==> config.mk <==
export PLATFORM = sky130hd
export DESIGN_NAME = iir_coeff_ctrl
export DESIGN_NICKNAME = d
export VERILOG_FILES = /design/src/rtl/iir_ctrl_pkg.sv /design/src/rtl/iir_ce_gen.sv /design/src/rtl/iir_coeff_ctrl.sv
export SDC_FILE = /design/constraint.sdc
export NUM_CORES = 1
export LEC_CHECK = 0
export ABC_AREA = 1
export CAP_MARGIN = 20
export CELL_PAD_IN_SITES_DETAIL_PLACEMENT = 0
export CELL_PAD_IN_SITES_GLOBAL_PLACEMENT = 1
export CORE_ASPECT_RATIO = 1.4
export CORE_MARGIN = 1.5
export CORE_UTILIZATION = 45
export CTS_CLUSTER_DIAMETER = 40
export DETAILED_ROUTE_END_ITERATION = 16
export GPL_TIMING_DRIVEN = 0
export PLACE_DENSITY_LB_ADDON = 0.05
export SYNTH_ARGS = -nofsm -noshare
export SYNTH_HDL_FRONTEND = slang
export SYNTH_SLANG_ARGS = --single-unit
==> constraint.sdc <==
create_clock -name clk -period 19.45 [get_ports clk]
set_clock_uncertainty 0.2 [all_clocks]
set_input_delay 3.89 -clock clk [delete_from_list [all_inputs] [get_ports clk]]
set_output_delay 3.89 -clock clk [all_outputs]
set_load 0.01 [all_outputs]
==> src/rtl/iir_ctrl_pkg.sv <==
// Shared types and constants for the IIR coefficient controller: FSM states,
// shadow-register address map, power-up coefficient set and the write decoder.
`timescale 1ns/1ps
package iir_ctrl_pkg;

  typedef enum logic [1:0] {
    IDLE    = 2'd0,
    PENDING = 2'd1,
    FLUSH   = 2'd2
  } state_t;

  localparam logic [3:0] ADDR_CX_L  = 4'd0;
  localparam logic [3:0] ADDR_CX_M  = 4'd1;
  localparam logic [3:0] ADDR_CX_H  = 4'd2;
  localparam logic [3:0] ADDR_CX0   = 4'd3;
  localparam logic [3:0] ADDR_CX1   = 4'd4;
  localparam logic [3:0] ADDR_CX2   = 4'd5;
  localparam logic [3:0] ADDR_CY0_L = 4'd6;
  localparam logic [3:0] ADDR_CY0_H = 4'd7;
  localparam logic [3:0] ADDR_CY1_L = 4'd8;
  localparam logic [3:0] ADDR_CY1_H = 4'd9;
  localparam logic [3:0] ADDR_CY2_L = 4'd10;
  localparam logic [3:0] ADDR_CY2_H = 4'd11;

  // Power-up set: a gentle low-pass so the filter is usable before any commit.
  localparam logic [39:0] DEF_CX  = 40'h00_0100_0000;
  localparam logic [7:0]  DEF_CX0 = 8'h10;
  localparam logic [7:0]  DEF_CX1 = 8'h20;
  localparam logic [7:0]  DEF_CX2 = 8'h10;
  localparam logic [23:0] DEF_CY0 = 24'h40_0000;
  localparam logic [23:0] DEF_CY1 = 24'h9A_5C3E;
  localparam logic [23:0] DEF_CY2 = 24'h2C_81F7;

  typedef struct packed {
    logic [39:0] cx;
    logic [7:0]  cx0;
    logic [7:0]  cx1;
    logic [7:0]  cx2;
    logic [23:0] cy0;
    logic [23:0] cy1;
    logic [23:0] cy2;
  } coeff_set_t;

  localparam coeff_set_t DEF_SET = '{
    cx:  DEF_CX,
    cx0: DEF_CX0,
    cx1: DEF_CX1,
    cx2: DEF_CX2,
    cy0: DEF_CY0,
    cy1: DEF_CY1,
    cy2: DEF_CY2
  };

  // Merges one 16-bit config word into a coefficient set; unmapped addresses leave it untouched.
  function automatic coeff_set_t coeff_write(input coeff_set_t s,
                                             input logic [3:0] addr,
                                             input logic [15:0] data);
    coeff_set_t r;
    r = s;
    case (addr)
      ADDR_CX_L:  r.cx[15:0]  = data;
      ADDR_CX_M:  r.cx[31:16] = data;
      ADDR_CX_H:  r.cx[39:32] = data[7:0];
      ADDR_CX0:   r.cx0       = data[7:0];
      ADDR_CX1:   r.cx1       = data[7:0];
      ADDR_CX2:   r.cx2       = data[7:0];
      ADDR_CY0_L: r.cy0[15:0] = data;
      ADDR_CY0_H: r.cy0[23:16] = data[7:0];
      ADDR_CY1_L: r.cy1[15:0] = data;
      ADDR_CY1_H: r.cy1[23:16] = data[7:0];
      ADDR_CY2_L: r.cy2[15:0] = data;
      ADDR_CY2_H: r.cy2[23:16] = data[7:0];
      default:    r = s;
    endcase
    return r;
  endfunction

endpackage

==> src/rtl/iir_ce_gen.sv <==
// Free-running clock-enable generator: ce every CE_DIV clocks, sample_ce on every
// second ce (the filter runs at twice the output sample rate).
`timescale 1ns/1ps
module iir_ce_gen #(
  parameter int CE_DIV = 500
) (
  input  logic clk,
  input  logic reset,
  output logic ce,
  output logic sample_ce
);

  localparam int CW = (CE_DIV <= 2) ? 1 : $clog2(CE_DIV);
  localparam logic [CW-1:0] CNT_LAST = CW'(CE_DIV - 1);

  logic [CW-1:0] r_cnt;
  logic          r_phase;
  logic          w_ce;

  assign w_ce = (r_cnt == CNT_LAST);

  always_ff @(posedge clk or posedge reset) begin
    if (reset) begin
      r_cnt   <= '0;
      r_phase <= 1'b0;
    end else if (w_ce) begin
      r_cnt   <= '0;
      r_phase <= ~r_phase;
    end else begin
      r_cnt   <= r_cnt + CW'(1);
    end
  end

  assign ce        = w_ce;
  assign sample_ce = w_ce & r_phase;

endmodule

==> src/rtl/iir_coeff_ctrl.sv <==
// IIR coefficient controller: shadow register file, commit FSM applying the set
// atomically on sample_ce. Optional post-apply tap flush under IIR_CTRL_FLUSH_EN.
`timescale 1ns/1ps
module iir_coeff_ctrl
  import iir_ctrl_pkg::*;
#(
  parameter int CE_DIV = 500
) (
  input  logic        clk,
  input  logic        reset,
  input  logic        cfg_wr,
  input  logic [3:0]  cfg_addr,
  input  logic [15:0] cfg_data,
  input  logic        cfg_commit,
  output logic        cfg_ready,
  output logic        cfg_done,
  output logic        ce,
  output logic        sample_ce,
  output logic [39:0] cx,
  output logic [7:0]  cx0,
  output logic [7:0]  cx1,
  output logic [7:0]  cx2,
  output logic [23:0] cy0,
  output logic [23:0] cy1,
  output logic [23:0] cy2,
  output logic        filt_reset
);

  logic       w_ce;
  logic       w_sample_ce;
  coeff_set_t r_shadow;
  coeff_set_t r_active;
  state_t     r_state;
  logic       r_cfg_ready;
  logic       r_cfg_done;

  iir_ce_gen #(
    .CE_DIV    (CE_DIV)
  ) u_ce_gen (
    .clk       (clk),
    .reset     (reset),
    .ce        (w_ce),
    .sample_ce (w_sample_ce)
  );

  always_ff @(posedge clk or posedge reset) begin
    if (reset) begin
      r_shadow <= DEF_SET;
    end else if (cfg_wr && r_cfg_ready) begin
      r_shadow <= coeff_write(r_shadow, cfg_addr, cfg_data);
    end
  end

`ifdef IIR_CTRL_FLUSH_EN
  localparam logic [16:0] FLUSH_LAST = 17'(2 * CE_DIV - 1);

  logic [16:0] r_flush_cnt;
  logic        r_filt_reset;

  // Commit FSM with tap flush; the flush down-counter covers two full ce periods.
  always_ff @(posedge clk or posedge reset) begin
    if (reset) begin
      r_state      <= IDLE;
      r_cfg_ready  <= 1'b1;
      r_cfg_done   <= 1'b0;
      r_active     <= DEF_SET;
      r_filt_reset <= 1'b0;
      r_flush_cnt  <= '0;
    end else begin
      r_cfg_done <= 1'b0;
      case (r_state)
        IDLE: begin
          if (cfg_commit) begin
            r_state     <= PENDING;
            r_cfg_ready <= 1'b0;
          end
        end
        PENDING: begin
          if (w_sample_ce) begin
            r_active     <= r_shadow;
            r_state      <= FLUSH;
            r_filt_reset <= 1'b1;
            r_flush_cnt  <= FLUSH_LAST;
          end
        end
        FLUSH: begin
          if (r_flush_cnt == '0) begin
            r_filt_reset <= 1'b0;
            r_cfg_done   <= 1'b1;
            r_cfg_ready  <= 1'b1;
            r_state      <= IDLE;
          end else begin
            r_flush_cnt <= r_flush_cnt - 17'd1;
          end
        end
        default: begin
          r_state      <= IDLE;
          r_cfg_ready  <= 1'b1;
          r_filt_reset <= 1'b0;
        end
      endcase
    end
  end

  assign filt_reset = r_filt_reset;
`else
  // Commit FSM without flush: apply returns straight to IDLE and signals done.
  always_ff @(posedge clk or posedge reset) begin
    if (reset) begin
      r_state     <= IDLE;
      r_cfg_ready <= 1'b1;
      r_cfg_done  <= 1'b0;
      r_active    <= DEF_SET;
    end else begin
      r_cfg_done <= 1'b0;
      case (r_state)
        IDLE: begin
          if (cfg_commit) begin
            r_state     <= PENDING;
            r_cfg_ready <= 1'b0;
          end
        end
        PENDING: begin
          if (w_sample_ce) begin
            r_active    <= r_shadow;
            r_state     <= IDLE;
            r_cfg_ready <= 1'b1;
            r_cfg_done  <= 1'b1;
          end
        end
        default: begin
          r_state     <= IDLE;
          r_cfg_ready <= 1'b1;
        end
      endcase
    end
  end

  assign filt_reset = 1'b0;
`endif

  assign cfg_ready = r_cfg_ready;
  assign cfg_done  = r_cfg_done;
  assign ce        = w_ce;
  assign sample_ce = w_sample_ce;
  assign cx        = r_active.cx;
  assign cx0       = r_active.cx0;
  assign cx1       = r_active.cx1;
  assign cx2       = r_active.cx2;
  assign cy0       = r_active.cy0;
  assign cy1       = r_active.cy1;
  assign cy2       = r_active.cy2;

endmodule
==> results of run 1 <==
[sequential cells by signal (all words and copies together), names as in the netlist]
register          cells
cy0                  24
cx2                   8
cx0                   8
r_state               1
cy1                  24
cy2                  24
cx                   40
cfg_done              1
u_ce_gen.r_cnt        9
u_ce_gen.r_phase      1
cfg_ready             1
r_shadow            136
cx1                   8
[cell type report]
cell class | instances | area, µm²
inverters | 33 | 131
repair buffers | 165 | 1690
well taps | 315 | 394
multi-input cells | 748 | 3400
fillers | 2171 | 10100
clock buffers | 44 | 992
plain buffers | 91 | 517
flip-flops and latches | 285 | 7210
clock inverters | 18 | 156
[power by group]
group | leakage (nW) | switching (W) | internal, W | total (W)
sequential | 3.69 | 0.0000168 | 0.000628 | 0.000645
combinational | 2.62 | 0.0000358 | 0.0000192 | 0.0000550
clock | 0.555 | 0.000258 | 0.000380 | 0.000638
[stage by stage]
stage | util, % | hold WS, ns | instances
5_1_grt | 58.9 | 0.280 | 1699
2_1_floorplan | - | 0.233 | 1157
6_report | 58.9 | 0.260 | 1699
3_5_place_dp | 54.2 | 0.254 | 1637
3_3_place_gp | 54.0 | 0.250 | 1635
4_1_cts | 58.9 | 0.268 | 1699
[synthesized netlist by cell type, types with 2 or more instances]
cell type / number
a21oi_1: 5
buf_2: 11
buf_6: 21
clkbuf_1: 58
dfrtp_1: 224
dfstp_2: 61
inv_1: 31
inv_2: 2
nand2_1: 432
nand3_1: 6
nand4_1: 136
nor2_1: 19
nor2_4: 2
nor3_2: 3
o21ai_0: 99
o21ai_1: 39
xor2_1: 2
[routing by layer]
layer  global-route usage, %  part of all wire (%)
met5                       0                     0
met4                    6.96                   2.2
met3                    4.10                   5.1
met2                    40.9                    48
met1                    35.3                    44
[worst paths after layout]
check	start	to	slack, ns
setup / recovery	u_ce_gen.r_cnt[0]	ce	13.02
hold / removal	u_ce_gen.r_cnt[0]	u_ce_gen.r_cnt[0]	0.26
setup reg to reg	r_state[0]	cx[15]	17.30
hold reg to reg	u_ce_gen.r_cnt[0]	u_ce_gen.r_cnt[0]	0.26
max in group asynchronous	reset	r_shadow[39]	14.52
min in group asynchronous	reset	cx[36]	3.56
[cells by family after synthesis]
family | after synthesis | share of synthesized area (%)
other | 1 | 0.0333
AO/OA/AOI/OAI | 143 | 6.36
buffers and inverters | 124 | 5.69
XOR/XNOR | 2 | 0.156
flip-flops | 285 | 64.1
AND/OR/NAND/NOR | 601 | 23.6
adder cells (fa/ha/maj) | 1 | 0.111
==> summary.md, run 1 <==
| Metric | Value |
|---|---|
| Critical Path AT | 2.34 ns |
| Vias per cell | 5.28 |
| Hold Fails Final Rpt | 0 |
| Critical path depth in cells | 5 |
| Critical-path cell list | ha_1, nand3_1, nor2_4, buf_2, clkdlybuf4s50_1 |
| Worst vdd ir | 0.0660 mV |
| # setup viols final | 0 |
| Area after DPL | 13,300 µm² |
| CP Capture Type | primary output |
| Global-route usage over all layers | about a quarter |
| Most frequent cells in the layout | 432 x nand2_1, 224 x dfrtp_1, 163 x clkdlybuf4s50_1, 136 x nand4_1, 99 x o21ai_0 |
| Most common cell after layout, fill and taps aside | nand2_1 |
| Routed len/inst | 18.7 µm |
| Worst EP required | around 15 ns |
| Area Overhead vs Synth | 28.8% |
| Tot Pwr | 0.00134 W |
| Cells after Synth | 1,157 |
| Class of the worst hold path | flop to flop |
| Root Buffer Master | clkbuf_16 |
| LEAKAGE | 6.86 nW |
| Share of cells above drive strength 1 | 12.0% |
| Max-slew violations | 0 |
| Type of origin of the critical path | flop |
| Sequential area share after synthesis | roughly 64% |
| Crit path max fanout | 10 |
| Clock Pin Slew Worst Setup and Hold Paths | 0.06 ns |
| Area of the mapped netlist | 11,200 µm² |
| Vias in the first global route | 8,761 |
| R2r worst-path depth | 4 |
| Maximum capacitance violations | 0 |
| CTS resizes | 0 |
| Estimated wirelength of the detail-placed design | 21,300 µm |
| Setup TNS | 0 ns |
| IO buf count | 163 |
| Post-CTS Repair Setup Buffers | 0 |
| Slowest stage delay, CP | roughly 0.57 ns |
| Largest cells by area after synthesis | dfrtp_1 50%, nand2_1 14%, dfstp_2 14% |
| Drt total wl | 31,700 µm |
| CP max stage cell | clkdlybuf4s50_1 |
| Final min period | 6.43 ns |
| Die H | 190 µm |
| Antenna cells | 0 |
| Primary FF master, synth | dfrtp_1 |
| Fmax achieved | around 0.16 GHz |
| Top-Level Pins | around 170 |
| Hold_buf cts | 0 |
| Crit path kind | flop to primary output |
| CTS tree | done |
| Chip width | around 140 µm |
| Top-area cell type share of the netlist area | between 40 and 50% |
| PwrDens | ~92 nW/µm² |
| Post-synthesis net count | 1,182 |
| EDFF count, synth | 0 |
| Core area | 24,600 µm² |
| Drt pass-1 iters | 6 |
| Full die area | 26,000 µm² |
| Warnings, synthesis | 0 |
| Worst skew pair latency | 0.50 ns |
| Synthesized flop and latch total | ~290 |
| Post-route setup slack | 13.02 ns |
| Final nets | 1,383 |
| Family with the most delay on the worst path | buffers and inverters |
| Gr ovfl total | 0 |
| Yosys top cell by area | dfrtp_1 |
| Largest net degree at the start of global routing | 135 |
| Status | completed |
| Final worst path period share | 33.0% |
| Clock Sinks | 285 |
| Via Count | 8,970 |
| WP buf/inv | 2 |
| Slew headroom | 30.8% |
| Antenna Nets Post-Route | 0 |
| Final Wtd Congestion | 0.820 |
| First-pass GRT wire length | 50,100 µm |
| Clk buf depth | 3 |
| Initial core utilization | between 40 and 50% |
| # rows | 68 |
| RSZ-0062 raised after global routing | false |
| Pre-CTS setup slack | 13.48 ns |
| First-iteration detailed-routing DRC count | approximately 660 |
| Final non-filler cell area | 14,500 µm² |
| Avg Cell Area, Syn | a little under 10 µm² |
| CTS Buf Count | 34 |
| Antenna violations before repair | 0 |
| Post-synth ARST share | 100% |
| Htree depth | 2 |
| Hold path cells | 1 |
| Yosys cell types | 23 |
| DRC | 0 |
| Least-Margin Pin Slew | 1.04 ns |
Note: power is estimated with default switching activity, not from simulation.
==> run 2, diff against run 1 <==
--- a/config.mk
+++ b/config.mk
@@ -11,7 +11,7 @@
 export CELL_PAD_IN_SITES_GLOBAL_PLACEMENT = 1
 export CORE_ASPECT_RATIO = 1.4
 export CORE_MARGIN = 1.5
-export CORE_UTILIZATION = 45
+export CORE_UTILIZATION = 42
 export CTS_CLUSTER_DIAMETER = 40
 export DETAILED_ROUTE_END_ITERATION = 16
 export GPL_TIMING_DRIVEN = 0
==> constraint.sdc (replaced) <==
create_clock -name clk -period 6.7 [get_ports clk]
set_clock_uncertainty 0.2 [all_clocks]
set_input_delay 1.34 -clock clk [delete_from_list [all_inputs] [get_ports clk]]
set_output_delay 1.34 -clock clk [all_outputs]
set_load 0.01 [all_outputs]
==> summary.md, run 2 (same netlist as run 1, synthesis figures left out) <==
| Metric | Value |
|---|---|
| Status | completed |
| CP Capture Type | primary output |
| R2R Path Start | r_state[0] |
| R2R Setup Slk | 4.41 ns (-12.89 ns) |
| Register share of total power | 47.9% (-0.3 points) |
| Hold Fails Final Rpt | 0 (unchanged) |
| Area Overhead vs Synth | 29.7% |
| Clock Sinks | 285 (unchanged) |
| Vias in the first global route | 9,100 (+3.9%) |
| Full die area | 27,800 µm² (+7.0%) |
| Final worst path period share | 58.3% |
| Antenna violations before repair | 2 (+2) |
| Largest net degree at the start of global routing | 43 (-68%) |
| Root Buffer Master | clkbuf_16 |
| Slew headroom | 24.5% (-6.3 points) |
| First-pass GRT wire length | 52,000 µm (+3.9%) |
| Met3 GRT Util | 4.01% (-0.095 points) |
| Most frequent cells in the layout | 432 x nand2_1, 224 x dfrtp_1, 163 x clkdlybuf4s50_1, 136 x nand4_1, 99 x o21ai_0 |
| Hold_buf cts | 0 (unchanged) |
| # setup viols final | 0 (unchanged) |
| Finished Layout Cells | 1,715 (+0.94%) |
| Core area | 26,200 µm² (+6.5%) |
| Share of cells above drive strength 1 | 12.1% (+0.083 points) |
| Switching power | 0.000895 W (+190%) |
| Combinational share of power | 4.3% (+0.2 points) |
| Met2 GRT Util | 39.5% (-1.4 points) |
| CTS tree | done |
| First-iteration detailed-routing DRC count | 558 (-16%) |
| Post-route setup slack | 2.80 ns (-10.23 ns) |
| Internal power | 0.00302 W (+190%) |
| Most flops, register | r_shadow |
| R2r worst-path depth | 4 (unchanged) |
| Final nets | 1,391 (+0.58%) |
| DRC | 0 (unchanged) |
| Die H | 197 µm (+3.5%) |
| CP max stage cell | clkdlybuf4s50_1 |
| Hold path cells | 2 (+1) |
| Crit path max fanout | 4 (-6) |
| LEAKAGE | 6.91 nW (+0.60%) |
| Post-CTS Repair Setup Buffers | 0 (unchanged) |
| Worst setup endpoint | sample_ce |
| PwrDens | 268 nW/µm² (+190%) |
| CTS resizes | 0 (unchanged) |
| Final Wtd Congestion | 0.774 (-5.6%) |
| RSZ-0062 raised after global routing | false |
| Critical-path cell list | ha_1, nand2_1, nor2_1, nand2_1, nor2_1, clkdlybuf4s50_1 |
| Critical Path AT | 2.36 ns (+0.02 ns) |
| FF-to-FF End | cy1[16] |
| Htree depth | 2 (unchanged) |
| Maximum capacitance violations | 0 (unchanged) |
| Clock Pin Slew Worst Setup and Hold Paths | 0.05 ns (about the same) |
| Top-Level Pins | 165 (unchanged) |
| # rows | 70 (+2.9%) |
| Worst skew pair latency | 0.50 ns (about the same) |
| Slowest stage delay, CP | 0.59 ns (+0.02 ns) |
| Worst EP required | 5.16 ns (-10.20 ns) |
| Type of origin of the critical path | flop |
| Critical Path Start | u_ce_gen.r_cnt[0] |
| Estimated wirelength of the detail-placed design | 22,300 µm (+4.6%) |
| Via Count | 8,890 (-0.89%) |
| Antenna cells | 0 (unchanged) |
| Least-Margin Pin Slew | 1.13 ns (+0.0949 ns) |
| Net Sw Frac | 22.9% (-0.36 points) |
| GRT busiest layer | met2 |
| Worst vdd ir | 0.167 mV (+150%) |
| GR Layer Usage met1 | 33.6% (-1.7 points) |
| Vias per cell | 5.18 (-1.8%) |
| Crit path kind | flop to primary output |
| Largest register FFs | 136 (unchanged) |
| Final min period | 3.90 ns |
| Global-route usage over all layers | 24.3% (-0.97 points) |
| Routed len/inst | 18.9 µm (+1.2%) |
| Antenna Nets Post-Route | 0 (unchanged) |
| Drt total wl | 32,400 µm (+2.1%) |
| IO buf count | 163 (unchanged) |
| CTS Buf Count | 37 (+8.8%) |
| Pre-CTS setup slack | 2.87 ns (-10.61 ns) |
| Drt pass-1 iters | 5 (-1) |
| Chip width | 141 µm (+3.4%) |
| Class of the worst hold path | flop to flop |
| Fmax achieved | 0.256 GHz |
| Power share of the clock group | 47.8% (about the same) |
| Gr ovfl total | 0 (unchanged) |
| Clk buf depth | 3 (unchanged) |
| Most common cell after layout, fill and taps aside | nand2_1 |
| Initial core utilization | 43.0% (-2.8 points) |
| Hold Slack | 0.265 ns (+0.00573 ns) |
| Placed cells | 1,651 (+0.86%) |
| Max-slew violations | 0 (unchanged) |
[run 2: cell types whose count changed in the layout (fill, tap and decap cells not counted), sizes merged]
cell / delta
buf: +5
clkbuf: +7
clkinv: -3
clkinvlp: -1
inv: -1
[run 2: layer usage]
metal,share of wire (%),vias up
met3,5.1,55
met2,48,237
met5,0.040,-
li1,-,4268
met4,2.7,2
met1,44,4328
[run 2: cell type report]
class / count / area, µm²
buffer: 91 / 517
clock buffer: 51 / 1040
clock inverter: 13 / 120
fill: 2390 / 11600
inverter: 33 / 128
multi-input combinational: 748 / 3400
sequential: 285 / 7210
tap: 324 / 405
timing repair buffer: 170 / 1770
[run 2: critical path: cells and delay by family, from the launching register on]
kind,cells,cell delay (ns)
and+or+nand+nor,4,0.66
buffers and inverters,1,0.59
DFF,1,0.38
adders and majority gates,1,0.24
[run 2: power groups by stage]
stage	logic (W)	clock network [W]	registers, W
floorplan	0.000103	0	0.00189
global placement	0.000156	0	0.00190
detailed placement	0.000170	0	0.00190
CTS	0.000171	0.00191	0.00187
global route	0.000196	0.00199	0.00188
finish	0.000167	0.00187	0.00187
[run 2: worst min-delay path by stage]
stage,start,to,slack (ns)
after CTS,cy1[1],cy1[1],0.27
final,cy1[11],cy1[11],0.27
after global placement,u_ce_gen.r_cnt[0],u_ce_gen.r_cnt[0],0.25
after floorplan,u_ce_gen.r_cnt[0],u_ce_gen.r_cnt[0],0.23
after detailed placement,cy1[3],cy1[3],0.25
after global routing,cx1[5],cx1[5],0.28
[run 2: through the flow]
step,setup TNS [ns],util [%],power [W],area [µm²]
4_1_cts,0,55.7,0.00395,14600
6_report,0,55.7,0.00391,14600
3_3_place_gp,-172.05,50.8,0.00206,13300
5_1_grt,0,55.7,0.00407,14600
3_5_place_dp,0,51.3,0.00207,13400
2_1_floorplan,0,-,0.00199,11300
